## src/rtl/lsram_arb_pkg.sv

```systemverilog
// Shared definitions for the LSRAM port arbiter: FSM state encoding and
// requester indices.
package lsram_arb_pkg;

  typedef enum logic [1:0] {
    ARB  = 2'b00,
    OWN0 = 2'b01,
    OWN1 = 2'b10
  } arb_state_e;

  localparam logic REQ0 = 1'b0;
  localparam logic REQ1 = 1'b1;

  // Ownership state that belongs to a given requester index.
  function automatic arb_state_e own_state(input logic idx);
    return (idx == REQ1) ? OWN1 : OWN0;
  endfunction

endpackage

```

## src/rtl/lsram_rr_pick.sv

```systemverilog
// Two-way round-robin picker: with both requesting, the requester that did
// not win last time is chosen. Output is one-hot (or zero when idle).
module lsram_rr_pick
  import lsram_arb_pkg::*;
(
  input  logic [1:0] req,
  input  logic       last,
  output logic [1:0] grant
);

  // Pick one requester; ties go to the one that was not served last.
  always_comb begin
    grant = 2'b00;
    case (req)
      2'b01:   grant = 2'b01;
      2'b10:   grant = 2'b10;
      2'b11:   grant = (last == REQ1) ? 2'b01 : 2'b10;
      default: grant = 2'b00;
    endcase
  end

endmodule

```

## src/rtl/lsram_port_arbiter.sv

```systemverilog
// Shares one LSRAM access port between the AHB SRAM interface (requester 0)
// and a secondary engine (requester 1). Round-robin with optional burst lock
// and a hold limit so a locked burst cannot starve the other side.
module lsram_port_arbiter
  import lsram_arb_pkg::*;
#(
  parameter int MEM_AWIDTH = 19,
  parameter int MAX_HOLD   = 16,
  parameter int HOLD_W     = 8
) (
  input  logic                  HCLK,
  input  logic                  HRESETN,
  input  logic                  m0_req,
  input  logic                  m0_write,
  input  logic                  m0_lock,
  input  logic [MEM_AWIDTH-1:0] m0_addr,
  input  logic [31:0]           m0_wdata,
  input  logic [3:0]            m0_byteen,
  output logic                  m0_gnt,
  output logic                  m0_rvalid,
  output logic                  m0_busy,
  input  logic                  m1_req,
  input  logic                  m1_write,
  input  logic                  m1_lock,
  input  logic [MEM_AWIDTH-1:0] m1_addr,
  input  logic [31:0]           m1_wdata,
  input  logic [3:0]            m1_byteen,
  output logic                  m1_gnt,
  output logic                  m1_rvalid,
  output logic                  m1_busy,
  output logic [31:0]           rdata,
  output logic                  mem_write,
  output logic                  mem_read,
  output logic [MEM_AWIDTH-1:0] mem_addr,
  output logic [31:0]           mem_wdata,
  output logic [3:0]            mem_byteen,
  input  logic [31:0]           mem_rdata
);

  arb_state_e        state_r, state_nxt_s;
  logic              rr_last_r, rr_last_nxt_s;
  logic [HOLD_W-1:0] hold_cnt_r, hold_cnt_nxt_s, hold_try_s;
  logic [1:0]        req_s, pick_s, gnt_s;
  logic              xfer_s, sel_s, sel_write_s, sel_lock_s, other_req_s;
  logic              rvalid0_r, rvalid1_r;

  assign req_s = {m1_req, m0_req};

  lsram_rr_pick u_pick (
    .req   (req_s),
    .last  (rr_last_r),
    .grant (pick_s)
  );

  // Grant: round-robin when unowned, owner-only during a burst, none in reset.
  always_comb begin
    gnt_s = 2'b00;
    if (!HRESETN) begin
      gnt_s = 2'b00;
    end else begin
      case (state_r)
        ARB:     gnt_s = pick_s;
        OWN0:    gnt_s = {1'b0, m0_req};
        OWN1:    gnt_s = {m1_req, 1'b0};
        default: gnt_s = 2'b00;
      endcase
    end
  end

  assign xfer_s      = |gnt_s;
  assign sel_s       = gnt_s[1];
  assign sel_write_s = sel_s ? m1_write : m0_write;
  assign sel_lock_s  = sel_s ? m1_lock : m0_lock;
  assign other_req_s = sel_s ? m0_req : m1_req;

  // Next state: hold_try_s is the burst length including this transfer,
  // counted only while the other side waits; reaching MAX_HOLD forces release.
  always_comb begin
    state_nxt_s    = state_r;
    rr_last_nxt_s  = rr_last_r;
    hold_cnt_nxt_s = hold_cnt_r;
    hold_try_s     = hold_cnt_r;
    if (xfer_s) begin
      rr_last_nxt_s = sel_s;
      if (state_r == ARB) begin
        hold_try_s = HOLD_W'(1);
      end else if (other_req_s) begin
        hold_try_s = hold_cnt_r + HOLD_W'(1);
      end else begin
        hold_try_s = hold_cnt_r;
      end
      if (!sel_lock_s) begin
        state_nxt_s    = ARB;
        hold_cnt_nxt_s = {HOLD_W{1'b0}};
      end else if (other_req_s && (hold_try_s >= HOLD_W'(MAX_HOLD))) begin
        state_nxt_s    = ARB;
        hold_cnt_nxt_s = {HOLD_W{1'b0}};
      end else begin
        state_nxt_s    = own_state(sel_s);
        hold_cnt_nxt_s = hold_try_s;
      end
    end else begin
      state_nxt_s    = state_r;
      rr_last_nxt_s  = rr_last_r;
      hold_cnt_nxt_s = hold_cnt_r;
    end
  end

  // State, round-robin pointer, hold counter and read-return flags.
  always_ff @(posedge HCLK or negedge HRESETN) begin
    if (!HRESETN) begin
      state_r    <= ARB;
      rr_last_r  <= REQ1;
      hold_cnt_r <= {HOLD_W{1'b0}};
      rvalid0_r  <= 1'b0;
      rvalid1_r  <= 1'b0;
    end else begin
      state_r    <= state_nxt_s;
      rr_last_r  <= rr_last_nxt_s;
      hold_cnt_r <= hold_cnt_nxt_s;
      rvalid0_r  <= gnt_s[0] & ~m0_write;
      rvalid1_r  <= gnt_s[1] & ~m1_write;
    end
  end

  assign m0_gnt     = gnt_s[0];
  assign m1_gnt     = gnt_s[1];
  assign m0_busy    = gnt_s[1] | (state_r == OWN1);
  assign m1_busy    = gnt_s[0] | (state_r == OWN0);
  assign m0_rvalid  = rvalid0_r;
  assign m1_rvalid  = rvalid1_r;
  assign rdata      = mem_rdata;

  assign mem_write  = xfer_s & sel_write_s;
  assign mem_read   = xfer_s & ~sel_write_s;
  assign mem_addr   = sel_s ? m1_addr : m0_addr;
  assign mem_wdata  = sel_s ? m1_wdata : m0_wdata;
  assign mem_byteen = (xfer_s & sel_write_s) ? (sel_s ? m1_byteen : m0_byteen) : 4'b0000;

endmodule

```

## config.mk

```make
export PLATFORM = sky130hd
export DESIGN_NAME = lsram_port_arbiter
export DESIGN_NICKNAME = d
export VERILOG_FILES = /design/src/rtl/lsram_arb_pkg.sv /design/src/rtl/lsram_rr_pick.sv /design/src/rtl/lsram_port_arbiter.sv
export SDC_FILE = /design/constraint.sdc
export NUM_CORES = 1
export LEC_CHECK = 0
export CAP_MARGIN = 20
export CORE_AREA = 2 2 94 96
export CTS_BUF_LIST = sky130_fd_sc_hd__clkbuf_16
export CTS_CLUSTER_DIAMETER = 60
export DETAILED_ROUTE_END_ITERATION = 16
export DIE_AREA = 0 0 96 98
export HOLD_SLACK_MARGIN = 0.05
export PLACE_DENSITY = 0.77
export SYNTH_ARGS = -nofsm -noshare
export SYNTH_HDL_FRONTEND = slang
export SYNTH_SLANG_ARGS = --single-unit
export TNS_END_PERCENT = 5
```

## constraint.sdc

```tcl
create_clock -name HCLK -period 2.6 [get_ports HCLK]
set_input_delay 0.65 -clock HCLK [delete_from_list [all_inputs] [get_ports HCLK]]
set_output_delay 0.65 -clock HCLK [all_outputs]
set_load 0.01 [all_outputs]
```

# Word-level counts from Yosys, hierarchy flattened
# Index checks and enable logic that the tools add are counted.
[totals] ff_bits=13 input_bits=150 output_inout_bits=95 wordCells=43
[op_classes] add_sub_neg=1 order_cmp=1 n_eq_ne=5 n_mux=19 n_bitwise=9 reduce_logical=3
[ops] operator="8-bit two-way mux" count=5
[ops] operator="32-bit two-way mux" count=1
[ops] operator="19-bit two-way mux" count=1
[ops] operator="2-bit one-hot mux with 3 select lines" count=2
[ops] operator="2-bit two-way mux" count=5
[ops] operator="8-bit by 1-bit adder with 8-bit output, second input constant" count=1
[ops] operator="8-bit by 5-bit >= comparator with 1-bit output, second input constant" count=1
[ops] operator="4-bit two-way mux" count=2
[ops] operator="2-bit == test, second input constant" count=3
[ops] operator="1-bit bitwise AND" count=4
[ops] operator="2-bit by 1-bit == test with 1-bit output, second input constant" count=2
[ops] operator="1-bit two-way mux" count=3
[ops] operator="1-bit NOT" count=3
[ops] operator="2-bit logical NOT" count=1
[ops] operator="1-bit bitwise OR" count=2
[ops] operator="2-bit OR reduction" count=1
[ops] operator="1-bit logical AND" count=1

# Longest topological paths before layout
[depth] depth_word=12 mapped_depth=7

# Modules after synthesis
# Synthesis repeated with hierarchy kept, for this count alone.
[hier_totals] cells_unflattened=314 hier_area_um2=1840.5
[modules_own_cells] module="lsram_port_arbiter" instances=1 cells_per_inst=311 area_per_inst_um2=1821.7 seq_area_each_um2=326.6
[modules_own_cells] module="lsram_rr_pick" instances=1 cells_per_inst=3 area_per_inst_um2=18.8 seq_area_each_um2=0.0

# Worst setup path before layout
# Ideal clock, no wire load.
[synth_path] path_type="input to output" start="input port m0_req" end="output port mem_addr[10]" arrival_ns=1.796 setup_slack_ns=0.154 stages=7 path_cell_list="nor2b_1 -> a21o_1 -> inv_2 -> clkbuf_1 -> clkbuf_1 -> nand2_1 -> nand2_1"
[synth_between] elab_chain_len=5
[synth_lines] element="start, declared" line="lsram_port_arbiter.sv:13" rtl="input logic m0_req,"
[synth_lines] element="2-bit == test / 2-bit by 1-bit == test with 1-bit output (equally long branches)" line="lsram_rr_pick.sv:14" rtl="case (req)"
[synth_lines] element="2-bit one-hot mux with 3 select lines (*)" line="lsram_rr_pick.sv:14"
[synth_lines] element="2-bit one-hot mux with 3 select lines (*)" line="lsram_port_arbiter.sv:61" rtl="case (state_r)"
[synth_lines] element="2-bit two-way mux (*)" line="lsram_port_arbiter.sv:58" rtl="if (!HRESETN) begin"
[synth_lines] element="19-bit two-way mux (*)" line="lsram_port_arbiter.sv:136" rtl="assign mem_addr = sel_s ? m1_addr : m0_addr;"
[synth_lines] element="end, declared" line="lsram_port_arbiter.sv:34" rtl="output logic [MEM_AWIDTH-1:0] mem_addr,"
# Mark *: on every way between the ends. The rest lies on a longest branch, timed or not.

# Worst setup path after layout
[layout_path] start="input port HRESETN" end="output port mem_wdata[11]"
[layout_between] elab_chain_len=2
[layout_lines] element="start, declared" line="lsram_port_arbiter.sv:12" rtl="input logic HRESETN,"
[layout_lines] element="2-bit two-way mux" line="lsram_port_arbiter.sv:58"
[layout_lines] element="32-bit two-way mux" line="lsram_port_arbiter.sv:137" rtl="assign mem_wdata = sel_s ? m1_wdata : m0_wdata;"
[layout_lines] element="end, declared" line="lsram_port_arbiter.sv:35" rtl="output logic [31:0] mem_wdata,"
# Every way passes these cells.

==> impl_results.md <==
- Total Wirelength: around 8.5 mm
- Io pins: 245
- Routability cong.: between 0.8 and 0.9
- DRT antenna net count: 0
- Clk buf depth: 2
- Period Utilization, post-route: 0.974
- Core area: between 8000 and 9000 sq um
- Area share of the largest cell type after synthesis: 0.368
- Leakage power: about 1.8 nW
- Met3 usage: 0.0563
- Die X: ~96 um
- Met1 usage: 0.198
- Clk sinks: 13
- # diodes: 0
- Final setup margin: about 0.067 ns
- P&R area growth vs syn: 114%
- Worst Tran Pin Value: between 0.5 and 0.6 ns
- Mean Syn Cell Area: between 5 and 6 sq um
- Multi-input logic area: about 1100 sq um
- Synth async-reset ratio: 1.00
- Fin. max-slew vios: 0
- First-pass GRT wire length: around 13 mm
- CTS tree: yes
- Clk slew on worst S/H paths: roughly 0.05 ns
- Max-cap viol count: 0
- Leading cell type in the layout, fill and taps excluded: nand2_1
- Htree depth: 1
- Crit Path Class: in -> out
- Most used cell along the critical path: nand2_1
- Startpoint Class: primary input
- DR DRC count: 0
- Synth warnings: 0
- Via count: 2,528
- Layout Nets: slightly above 600
- Clock latency on the worst-skew pair: between 0.2 and 0.25 ns
- Worst hold path type: in -> async
- Req. time, crit path: between 1.5 and 2 ns
- Peak supply drop: 0.243 mV
- Die Span Y: roughly 100 um
- Routed length per instance: about 15 um
- DR vias/cell: around 4.4
- DP Worst Slack: -0.721 ns
- Dpl hpwl: approximately 6.4 mm
- Main synth FF type: dfrtp_1
- Setup violations, final: 0
- Layout cells sized above 1: 0.200
- Seq. cell area: 327 sq um
- Overall Global Routing Usage: 0.176
- Yosys top cell by area: nand2_1
- Starting Density: 0.205
- Vias in the first global route: about 2,500
- Seq/Total Area, Yosys: 0.189
- Max_slew headroom: 0.665
- CP peak stage delay: 0.28 ns
- Net Count, Synth: 450
- M2 GR Usage: 0.322
- Distinct cells, synth: between 40 and 50
- Post-synth EDFFs: 0
- Most frequent cells in the layout: nand2_1, clkdlybuf4s50_1, buf_2, dlygate4sd2_1, buf_4
- Initial DRC Count: 73
- Fmax: about 390 MHz
- Root Buffer: clkbuf_16
- Initial antenna violation count: 0
- Total global routing overflow: 0
- Core Rows: 34
- Status: completed
- Post-Synthesis Cell Area: about 1700 sq um
- Cells after synthesis: ~300
- Synth Register Bits: 13
- Busiest grt layer: met2
- RSZ-0062 raised after global routing: no
- Largest net degree at the start of global routing: 17
- Post-route core utilization: 0.438
- Crit path arrival time: ~1.9 ns
- Die area: approximately 9400 sq um
- I/O Buffers: 180
- First-pass iteration count of the detailed router: 4
- Crit end category: output pin
- Final hold viol count: 0
- Cells taking the most area after synthesis: nand2_1, dfrtp_1, buf_4, nor2_1, nor2b_1
- CP max FO: 15
- Setup Skew: around 0.0027 ns
- Final min period: between 2 and 3 ns
- CP max-delay cell: dlygate4sd2_1
- CP bufs+invs: 4
- CP delay by family, top: buffers and inverters
- Critical-path cell list: buf_2 -> nand3b_1 -> a21o_4 -> buf_6 -> buf_12 -> nand2_1 -> nand2_1 -> dlygate4sd2_1
- CTS buffer count: 3
- PwrDens: about 480 nW/um^2
- Fillers: slightly above 800
-- worst register-to-register path, stage by stage (launching register included) --
cell	delay [ns]
dfrtp_1	0.36
buf_4	0.16
or3b_4	0.40
nand4_1	0.15
mux2i_2	0.29
buf_4	0.16
o21ai_2	0.10
a31oi_1	0.20
o21ai_1	0.09
-- layout make-up --
| cell class | count | share of cell area |
|---|---|---|
| clock buffer | 3 | 0.0202 |
| clock inverter | 1 | 0.00101 |
| inverter | 5 | 0.00843 |
| multi-input combinational | 236 | 0.306 |
| sequential | 13 | 0.0880 |
| tap | 108 | 0.0364 |
| timing repair buffer | 206 | 0.540 |
-- where the power goes --
part           internal [W]  leakage (nW)  switching (W)
logic              0.000644          1.60       0.000561
clock network      0.000203        0.0423      0.0000858
registers          0.000244         0.174      0.0000397
total               0.00109          1.82       0.000687
-- timing repair --
| action | CTS | global route |
|---|---|---|
| hold buffers | 0 | 0 |
| resized for setup | 200 | 5 |
| setup endpoints to repair | 68 | 36 |
| cloned | 4 | 0 |
| pin swaps | 3 | 1 |
| buffers inserted | 4 | 1 |
-- worst paths after layout --
kind / startpoint / end / slack (ns) / depth (start not counted)
worst max register to register: state_r[0] / hold_cnt_r[2] / 0.57 / 8
worst min-delay path: HRESETN / hold_cnt_r[1] / 0.34 / 2
min in group HCLK: hold_cnt_r[6] / hold_cnt_r[6] / 0.52 / 1
worst min register to register: hold_cnt_r[6] / hold_cnt_r[6] / 0.52 / 1
worst max-delay path: HRESETN / mem_wdata[11] / 0.07 / 8
max in group asynchronous: HRESETN / rr_last_r / 2.04 / 2
-- per-layer routing --
layer,wire [um],share of wire,vias up
li1,-,-,1242
met1,3160,0.37,1148
met2,4430,0.52,130
met3,773,0.091,8
met4,105,0.012,0
met5,0,0,-
-- per-stage QoR --
step | total power (W) | instance area (sq um) | setup TNS (ns) | std cells | hold WS, ns
after global routing | 0.00190 | 3710 | 0 | 572 | 0.356
after global placement | 0.00141 | 3530 | -36.36 | 559 | 0.499
final | 0.00178 | 3710 | 0 | 572 | 0.342
after floorplan | 0.000785 | 1730 | 0 | 299 | 0.354
after detailed placement | 0.00143 | 3530 | -38.77 | 559 | 0.509
after CTS | 0.00179 | 3720 | -0.00147 | 571 | 0.341
-- Yosys cell counts, types with 2 or more instances --
cell / number
buf_4: 32
nand4_1: 3
clkbuf_1: 9
o21ai_0: 3
dfrtp_1: 12
and3_1: 2
o21ai_1: 6
nor2b_1: 6
nor2_1: 10
a31oi_1: 3
nand3b_1: 3
inv_1: 4
nand2_1: 170
a21oi_1: 6
nor3_1: 2
buf_1: 3
-- cells by family after synthesis --
| logic type | Yosys count | share of synthesized area |
|---|---|---|
| AND/OR/NAND/NOR | 204 | 0.485 |
| AO/OA/AOI/OAI | 28 | 0.119 |
| flip-flops | 13 | 0.189 |
| adder cells (fa/ha/maj) | 1 | 0.00722 |
| XOR/XNOR | 1 | 0.00506 |
| buffers and inverters | 50 | 0.182 |
| multiplexers | 2 | 0.0137 |
-- flip-flops by register name, summed over array words and instances (netlist names) --
name        count
hold_cnt_r      8
m0_rvalid       1
m1_rvalid       1
rr_last_r       1
state_r         2
Power figures use the tool's default switching activity.
